$ cat src/rtl/stream_fifo.sv
// stream_fifo: valid/ready buffer for any DEPTH, with an optional output register,
// occupancy level, almost flags, synchronous flush and a sticky overflow flag.
module stream_fifo #(
   parameter int DATA_WIDTH = 32,
   parameter int DEPTH      = 16,
   parameter int OUTPUT_REG = 0,
   parameter int AF_THRESH  = DEPTH - 2,
   parameter int AE_THRESH  = 2,
   parameter int LW         = $clog2(DEPTH + 2)
) (
   input  logic                  clock,
   input  logic                  reset,
   input  logic                  flush,
   input  logic [DATA_WIDTH-1:0] write_data,
   input  logic                  write_valid,
   output logic                  write_ready,
   output logic [DATA_WIDTH-1:0] read_data,
   output logic                  read_valid,
   input  logic                  read_ready,
   output logic [LW-1:0]         level,
   output logic                  almost_full,
   output logic                  almost_empty,
   output logic                  overflow
);

   localparam int PW = (DEPTH > 1) ? $clog2(DEPTH) : 1;
   localparam int CW = $clog2(DEPTH + 1);
   localparam logic [PW-1:0] P_LAST = PW'(DEPTH - 1);
   localparam logic [CW-1:0] C_FULL = CW'(DEPTH);
   localparam logic [LW-1:0] AF_L   = LW'(AF_THRESH);
   localparam logic [LW-1:0] AE_L   = LW'(AE_THRESH);

   logic [DATA_WIDTH-1:0] r_mem [DEPTH];
   logic [PW-1:0]         r_wr_ptr;
   logic [PW-1:0]         r_rd_ptr;
   logic [CW-1:0]         r_mcount;
   logic [LW-1:0]         r_level;
   logic                  r_overflow;

   logic                  w_wr;
   logic                  w_rd;
   logic                  w_mem_rd;
   logic                  w_mem_nz;
   logic [DATA_WIDTH-1:0] w_head;
   logic [CW-1:0]         w_mcount_nxt;
   logic [LW-1:0]         w_level_nxt;

   function automatic logic [PW-1:0] next_ptr(input logic [PW-1:0] p);
      return (p == P_LAST) ? '0 : p + PW'(1);
   endfunction

   assign w_head      = r_mem[r_rd_ptr];
   assign w_mem_nz    = (r_mcount != '0);
   assign write_ready = (r_mcount != C_FULL);
   assign w_wr        = write_valid & write_ready;
   assign w_rd        = read_valid & read_ready;

   generate
      if (OUTPUT_REG != 0) begin : g_oreg
         logic [DATA_WIDTH-1:0] r_oreg;
         logic                  r_ovalid;

         // the head moves into the output register whenever it is empty or being drained
         assign w_mem_rd = w_mem_nz & (~r_ovalid | w_rd);

         // output register stage
         always_ff @(posedge clock or posedge reset) begin
            if (reset) begin
               r_oreg   <= '0;
               r_ovalid <= 1'b0;
            end else if (flush) begin
               r_oreg   <= '0;
               r_ovalid <= 1'b0;
            end else if (w_mem_rd) begin
               r_oreg   <= w_head;
               r_ovalid <= 1'b1;
            end else if (w_rd) begin
               r_ovalid <= 1'b0;
            end
         end

         assign read_valid = r_ovalid;
         assign read_data  = r_ovalid ? r_oreg : '0;
      end else begin : g_direct
         assign w_mem_rd   = w_rd;
         assign read_valid = w_mem_nz;
         assign read_data  = w_mem_nz ? w_head : '0;
      end
   endgenerate

   // next memory count and total level
   always_comb begin
      w_mcount_nxt = r_mcount;
      w_level_nxt  = r_level;
      unique case ({w_wr, w_mem_rd})
         2'b10:   w_mcount_nxt = r_mcount + CW'(1);
         2'b01:   w_mcount_nxt = r_mcount - CW'(1);
         default: w_mcount_nxt = r_mcount;
      endcase
      unique case ({w_wr, w_rd})
         2'b10:   w_level_nxt = r_level + LW'(1);
         2'b01:   w_level_nxt = r_level - LW'(1);
         default: w_level_nxt = r_level;
      endcase
   end

   // pointers, counts and sticky overflow; flush beats any transfer
   always_ff @(posedge clock or posedge reset) begin
      if (reset) begin
         r_wr_ptr   <= '0;
         r_rd_ptr   <= '0;
         r_mcount   <= '0;
         r_level    <= '0;
         r_overflow <= 1'b0;
      end else if (flush) begin
         r_wr_ptr   <= '0;
         r_rd_ptr   <= '0;
         r_mcount   <= '0;
         r_level    <= '0;
         r_overflow <= 1'b0;
      end else begin
         if (w_wr)
            r_wr_ptr <= next_ptr(r_wr_ptr);
         if (w_mem_rd)
            r_rd_ptr <= next_ptr(r_rd_ptr);
         r_mcount <= w_mcount_nxt;
         r_level  <= w_level_nxt;
         if (write_valid & ~write_ready)
            r_overflow <= 1'b1;
      end
   end

   // storage array, deliberately not reset
   always_ff @(posedge clock) begin
      if (w_wr & ~flush)
         r_mem[r_wr_ptr] <= write_data;
   end

   assign level        = r_level;
   assign almost_full  = (r_level >= AF_L);
   assign almost_empty = (r_level <= AE_L);
   assign overflow     = r_overflow;

endmodule

$ cat config.mk
export PLATFORM = sky130hd
export DESIGN_NAME = stream_fifo
export DESIGN_NICKNAME = d
export VERILOG_FILES = /design/src/rtl/stream_fifo.sv
export SDC_FILE = /design/constraint.sdc
export NUM_CORES = 1
export LEC_CHECK = 0
export CORE_UTILIZATION = 52
export CTS_CLUSTER_DIAMETER = 40
export DETAILED_ROUTE_END_ITERATION = 7
export PLACE_DENSITY = 0.75
export REMOVE_ABC_BUFFERS = 1
export SETUP_SLACK_MARGIN = 0.15
export SYNTH_ARGS = -nofsm -noshare
export SYNTH_HDL_FRONTEND = slang
export SYNTH_SLANG_ARGS = --single-unit
$ cat constraint.sdc
create_clock -name clock -period 7.2 [get_ports clock]
set_input_delay 1.08 -clock clock [delete_from_list [all_inputs] [get_ports clock]]
set_output_delay 1.08 -clock clock [all_outputs]
set_load 0.02 [all_outputs]
==> results of run 1 <==
layout by cell type (no fill, tap or decap), types with 3 or more instances in the layout:
cell,instances
clkinv_1,4
clkinv_2,7
ha_1,9
nor2_1,21
clkdlybuf4s50_1,78
dfrtp_1,15
a31oi_1,3
clkinv_4,6
buf_4,31
dfrtp_4,3
mux2i_1,35
xnor2_1,5
inv_8,3
clkinvlp_4,3
nand2_1,15
clkbuf_1,7
nor3_2,4
a21oi_1,11
nand2b_1,3
clkbuf_16,61
bufinv_16,4
mux4_2,128
xor2_1,4
edfxtp_1,512
inv_1,4
inv_6,6
nor2_4,13
a211oi_1,66
o21ai_0,4
nand3_1,3
nor2b_1,33
Yosys cell counts, drive strengths merged (2+ instances only):
cell type / number / share of area [%]
nand2: 15 / 0.27
xnor2: 5 / 0.21
or3: 2 / 0.060
o21ai: 7 / 0.20
mux2i: 35 / 1.7
ha: 9 / 0.54
a32oi: 2 / 0.084
a311oi: 2 / 0.084
a21oi: 11 / 0.26
a31o: 2 / 0.084
nand2b: 3 / 0.090
buf: 27 / 0.70
a21o: 2 / 0.072
nor4: 2 / 0.13
dfrtp: 19 / 2.3
clkbuf: 31 / 0.56
inv: 5 / 0.090
edfxtp: 512 / 74
nor2b: 33 / 0.99
nand3: 4 / 0.12
o211a: 2 / 0.096
mux4: 128 / 14
nor2: 34 / 0.61
a211oi: 66 / 2.4
nor3: 5 / 0.12
nand4b: 2 / 0.084
a31oi: 3 / 0.090
xor2: 4 / 0.17
area by class of cell:
cell class	count	area [um^2]	area share (%)
Clock buffer	69	1570	6.44
Clock inverter	34	352	1.45
Inverter	5	18.8	0.0771
Multi-Input combinational cell	390	4860	20.0
Sequential cell	531	15900	65.2
Tap cell	525	657	2.70
Timing Repair Buffer	109	1010	4.17
report_power, final:
part / internal, mW / total (mW) / switching [mW]
clock: 1.72 / 2.93 / 1.21
combinational: 0.833 / 1.70 / 0.864
sequential: 3.46 / 3.59 / 0.134
worst register-to-register path, stage by stage (launching register included):
cell,delay (ps)
dfrtp_1,510
nor4_4,120
a21boi_0,190
buf_4,220
and2b_1,190
nand2_1,240
nor2_4,620
buf_4,480
stage by stage:
step                power (mW)  area [um^2]  hold WS, ps
finish                    8.22        24300          511
global route              8.53        24300          572
CTS                       8.29        24300          527
detailed placement        5.36        22400          493
global placement          5.34        22400          482
floorplan                 4.82        20600          599
per-layer routing:
layer	GRT usage, %	share of wire, %	up-vias
met4	6.44	1.9	2
met1	30.6	42	5284
met3	4.63	7.3	65
li1	-	-	4344
met5	0	0.031	-
met2	33.6	49	397
how the worst max path moves through the flow:
| stage | cells after the start | slack [ps] | to |
|---|---|---|---|
| 6_report | 5 | 2010 | read_data[15] |
| 4_1_cts | 5 | 1980 | read_data[15] |
| 2_1_floorplan | 4 | -340 | read_data[0] |
| 5_1_grt | 5 | 1780 | read_data[15] |
| 3_5_place_dp | 5 | 2690 | read_data[15] |
| 3_3_place_gp | 5 | 2670 | read_data[15] |
sequential cells by signal, indices dropped and copies added, names as in the netlist:
name	cells
level	5
overflow	1
r_wr_ptr	4
r_mem	512
r_rd_ptr	4
r_mcount	5
cell families after synthesis:
logic type	synth area share (%)
flip-flops	75.9
multiplexers	15.6
AND/OR/NAND/NOR	2.73
AO/OA/AOI/OAI	3.49
buffers and inverters	1.35
XOR/XNOR	0.378
adder cells (fa/ha/maj)	0.540
==> results by group, run 1 <==
Critical path
  • Type of origin of the critical path: flip-flop
  • Crit Path Category: reg -> out
  • CP bufs+invs: 2
  • Crit path DAT: 4110 ps
  • RR Startpoint: r_mcount[1]$_DFFE_PP0P_
  • Crit Path Max Fanout: 48
  • Critical path capture point type: primary output
  • Crit-path slowest cell: dfrtp_4
  • Reg-to-reg critical path endpoint: r_mem[7][17]$_DFFE_PP_
  • Crit path required time: 6120 ps
  • Worst reg2reg path depth: 7
  • Top Family by Delay on Critical Path: buffers and inverters
  • Reg2Reg Setup Slack: 4270 ps
  • Critical Path Source: r_rd_ptr[0]$_DFFE_PP0P_
  • Crit-path cells: buf_4 -> mux4_2 -> mux2i_1 -> a211oi_1 -> clkdlybuf4s50_1
  • Max incr delay on CP: 1050 ps

Logic synthesis
  • Post-synth EDFFs: 512
  • Synth unique cells: 48
  • Ys async rst share: 3.58%
  • Synthesized area: 0.0209 mm^2
  • Top_reg_cell synth: edfxtp_1
  • Seq cells post-synth: 531
  • Sequential area share after synthesis: 75.9%
  • Syn Area/Cell: 21.2 um^2
  • Cells after Synth: 984
  • Synth Warn #: 0

Clocking
  • CTS clk-pin slew, worst paths: 60 ps
  • Post-CTS Resized: 0
  • Skew-Pair Late Insertion Delay: 620 ps
  • CTS buffer count: 59
  • CTS max path bufs: 3
  • Max H-tree Level: 2
  • Post-CTS setup buffers: 0
  • Post-cts hold buffer count: 0
  • Clk root buf: clkbuf_16
  • CTS tree: yes
  • Count of clock tree sinks: 531

Die
  • Total die area: 0.0409 mm^2
  • Die Width: 202 um
  • Starting Density: 52.7%
  • Chip height: 202 um
  • FP Rows: 73
  • I/O pins: 79
  • Core Footprint: 0.0396 mm^2

Run status
  • Status: finished clean

Min path
  • Worst Hold Path EP: overflow$_DFFE_PP0P_
  • Hold WC Path Type: reg -> reg
  • Hold Path Stages: 2
  • Min-delay src: overflow$_DFFE_PP0P_

Placement
  • Global placement routability congestion: 0.736
  • Dpl hpwl: 22.3 mm
  • Placed cell count: 1560
  • Number of buffers added on ports: 78
  • DP Worst Slack: 2690 ps

Cells and area
  • N_diodes: 0
  • Area grow syn2layout: 16.6%
  • Layout cell share with drive strength beyond 1: 24.9%
  • Filler cells: 2696
  • Final Non-Filler Cells: 1663
  • Final core utilization: 61.4%
  • Final net count: 1142

STA
  • Max_slew headroom: 35.5%
  • Worst clock skew: 19.1 ps
  • Hold Vio Cnt, Final: 0
  • RSZ-0062 raised after global routing: no
  • Final setup violation count: 0
  • Final setup TNS: 0 ps
  • Max frequency: 193 MHz
  • Final worst setup slack: 2010 ps
  • Final Max Tran Viols: 0
  • Final Cycle Share: 72.1%
  • Slew @ Worst Pin: 967 ps
  • Crit path time final: 5190 ps

Global routing
  • GRT overflow: 0
  • Largest net degree at the start of global routing: 57
  • Initial antenna violation count: 1
  • Number of global-route vias before repair: 10500
  • GRT Total Usage: 21.5%
  • First-pass GRT wire length: 64.5 mm

Power
  • Peak VDD IR: 0.208 mV
  • Leak: 7.50 nW
  • PwrDens: 338 mW/mm^2

Flow run
  • Max cap viols: 0

Routing
  • Wirelength per Cell: 25.5 um
  • Antenna viol nets, final: 0
  • Drt first pass iters: 5
  • DRC Markers: 0
  • Initial DRC Count: 951
  • Routed vias: 10100
  • Vias per cell: 6.07
  • Post-Route WL: 42.3 mm
Note: power is estimated with default switching activity, not from simulation.
==> run 2, diff against run 1 <==
==> constraint.sdc (replaced) <==
create_clock -name clock -period 5.15 [get_ports clock]
set_input_delay 0.7725 -clock clock [delete_from_list [all_inputs] [get_ports clock]]
set_output_delay 0.7725 -clock clock [all_outputs]
set_load 0.02 [all_outputs]
==> results by group, run 2 (same netlist as run 1, synthesis figures left out) <==
Run status
  • Status: finished clean (unchanged)

Clocking
  • Skew-Pair Late Insertion Delay: 610 ps (was 620 ps)
  • CTS max path bufs: 3 (unchanged)
  • Post-CTS setup buffers: 0 (unchanged)
  • CTS clk-pin slew, worst paths: 70 ps (was 60 ps)
  • CTS tree: yes (unchanged)
  • Post-cts hold buffer count: 0 (unchanged)
  • Max H-tree Level: 2 (unchanged)
  • Count of clock tree sinks: 531 (unchanged)
  • Post-CTS Resized: 0 (unchanged)
  • CTS buffer count: 60 (was 59)
  • Clk root buf: clkbuf_16 (unchanged)

Cells and area
  • Largest Register: r_mem (unchanged)
  • Area taken by multi-input logic gates: 0.00486 mm^2 (unchanged)
  • Filler cells: 2644 (was 2696)
  • Layout cell share with drive strength beyond 1: 25.2% (was 24.9%)
  • Largest register FFs: 512 (unchanged)
  • Most frequent cells in the layout: edfxtp_1 (512), mux4_2 (128), clkdlybuf4s50_1 (78), a211oi_1 (66), clkbuf_16 (61) (unchanged)
  • N_diodes: 0 (unchanged)
  • Final Non-Filler Cells: 1678 (was 1663)
  • Commonest non-fill, non-tap cell in the layout: edfxtp_1 (unchanged)
  • Register Area: 0.0159 mm^2 (unchanged)
  • Design Area, Final: 0.0245 mm^2 (was 0.0243 mm^2)
  • Final net count: 1151 (was 1142)
  • Area grow syn2layout: 17.3% (was 16.6%)

Power
  • PwrDens: 473 mW/mm^2 (was 338 mW/mm^2)
  • Leak: 7.59 nW (was 7.50 nW)
  • Peak VDD IR: 0.335 mV (was 0.208 mV)

Critical path
  • Max incr delay on CP: 880 ps (was 1050 ps)
  • Crit-path slowest cell: dfrtp_4 (unchanged)
  • Critical path capture point type: primary output (unchanged)
  • Crit Path Category: reg -> out (unchanged)
  • Crit-path cells: buf_4 -> mux4_2 -> nor2b_1 -> a211oi_1 -> a211oi_1 -> clkdlybuf4s50_1 (was buf_4 -> mux4_2 -> mux2i_1 -> a211oi_1 -> clkdlybuf4s50_1)
  • Type of origin of the critical path: flip-flop (unchanged)
  • Reg2Reg Setup Slack: 2220 ps (was 4270 ps)
  • Crit-path most repeated cell: a211oi_1
  • Crit path required time: 4380 ps (was 6120 ps)
  • Critical Path Source: r_rd_ptr[0]$_DFFE_PP0P_ (unchanged)
  • Crit path DAT: 3660 ps (was 4110 ps)
  • Crit Path Max Fanout: 37 (was 48)
  • RR Startpoint: r_mcount[1]$_DFFE_PP0P_ (unchanged)

Routing
  • Routed vias: 10100 (about the same)
  • Wirelength per Cell: 24.9 um (was 25.5 um)
  • Drt first pass iters: 5 (unchanged)
  • Antenna viol nets, final: 0 (unchanged)
  • DRC Markers: 0 (unchanged)
  • Initial DRC Count: 789 (was 951)
  • Vias per cell: 6.02 (was 6.07)
  • Post-Route WL: 41.9 mm (was 42.3 mm)

Die
  • Core Footprint: 0.0396 mm^2 (unchanged)
  • Chip height: 202 um (unchanged)
  • Die Width: 202 um (unchanged)
  • Starting Density: 52.7% (unchanged)
  • FP Rows: 73 (unchanged)
  • Total die area: 0.0409 mm^2 (unchanged)
  • I/O pins: 79 (unchanged)

STA
  • RSZ-0062 raised after global routing: no (unchanged)
  • WHS: 517 ps (was 511 ps)
  • Final Max Tran Viols: 0 (unchanged)
  • Final setup violation count: 0 (unchanged)
  • Final Cycle Share: 86.0%
  • Max frequency: 226 MHz
  • Hold Vio Cnt, Final: 0 (unchanged)
  • Crit path time final: 4430 ps
  • Slew @ Worst Pin: 1080 ps (was 967 ps)
  • Worst clock skew: 25.5 ps (was 19.1 ps)
  • Max_slew headroom: 27.8% (was 35.5%)

Placement
  • Global placement routability congestion: 0.731 (was 0.736)
  • Number of buffers added on ports: 78 (unchanged)
  • Dpl hpwl: 23.4 mm (was 22.3 mm)
  • Placed cell count: 1568 (was 1560)
  • DP Area: 0.0225 mm^2 (was 0.0224 mm^2)

Global routing
  • GRT Total Usage: 21.1% (was 21.5%)
  • First-pass GRT wire length: 63.6 mm (was 64.5 mm)
  • Largest net degree at the start of global routing: 56 (was 57)
  • Initial antenna violation count: 2 (was 1)
  • M2 GR Usage: 34.5% (was 33.6%)
  • Gr busiest metal: met2 (unchanged)
  • M1 GR Usage: 29.0% (was 30.6%)
  • GRT overflow: 0 (unchanged)
  • Met3 global-route usage: 3.76% (was 4.63%)
  • Number of global-route vias before repair: 10500 (about the same)

Flow run
  • Max cap viols: 0 (unchanged)

Min path
  • Hold WC Path Type: reg -> reg (unchanged)
  • Min-delay src: overflow$_DFFE_PP0P_ (unchanged)
[run 2: metal layers]
layer	vias up	share of wire, %	wire, um
met2	344	50	21000
met1	5292	41	17200
met4	4	2.6	1100
met5	-	0.060	25
met3	81	6.1	2560
li1	4384	-	-
[run 2: area by class of cell]
type | count | share of cell area (%)
timing repair buffer | 117 | 4.54
clock inverter | 43 | 1.75
inverter | 5 | 0.0767
sequential | 531 | 64.8
clock buffer | 67 | 6.33
multi-input combinational | 390 | 19.8
tap | 525 | 2.68
[run 2: final timing paths]
kind                                      endpoint  depth (start not counted)
min reg2reg                   overflow$_DFFE_PP0P_                          2
min                           overflow$_DFFE_PP0P_                          2
max in group asynchronous  r_rd_ptr[2]$_DFFE_PP0P_                          2
max                                  read_data[19]                          6
max reg2reg                 r_mem[5][25]$_DFFE_PP_                          7
min in group asynchronous  r_mcount[0]$_DFFE_PP0P_                          2
[run 2: worst max-delay path: cells and delay by family (launching register included)]
family                 cells  cell delay, ps
buffers and inverters      2            1080
flip-flops                 1             880
multiplexers               1             560
AO/OA/AOI/OAI              2             340
AND/OR/NAND/NOR            1             150
[run 2: where the power goes]
| group | leakage (nW) | total, mW | switching [mW] | internal [mW] |
|---|---|---|---|---|
| sequential | 4.86 | 4.99 | 0.159 | 4.83 |
| clock | 0.970 | 4.18 | 1.76 | 2.42 |
| combinational | 1.76 | 2.41 | 1.23 | 1.18 |
| total | 7.59 | 11.6 | 3.15 | 8.43 |
[run 2: per-stage QoR]
step                      total power, mW  setup TNS, ps  worst slack, ps  util, %
after floorplan                      6.73         -70090            -2090        -
after global placement               7.48              0             1330     56.8
after detailed placement             7.52              0             1310     56.8
after CTS                            11.7              0              640     61.8
after global routing                 12.0              0              461     61.8
final                                11.6              0              722     61.8
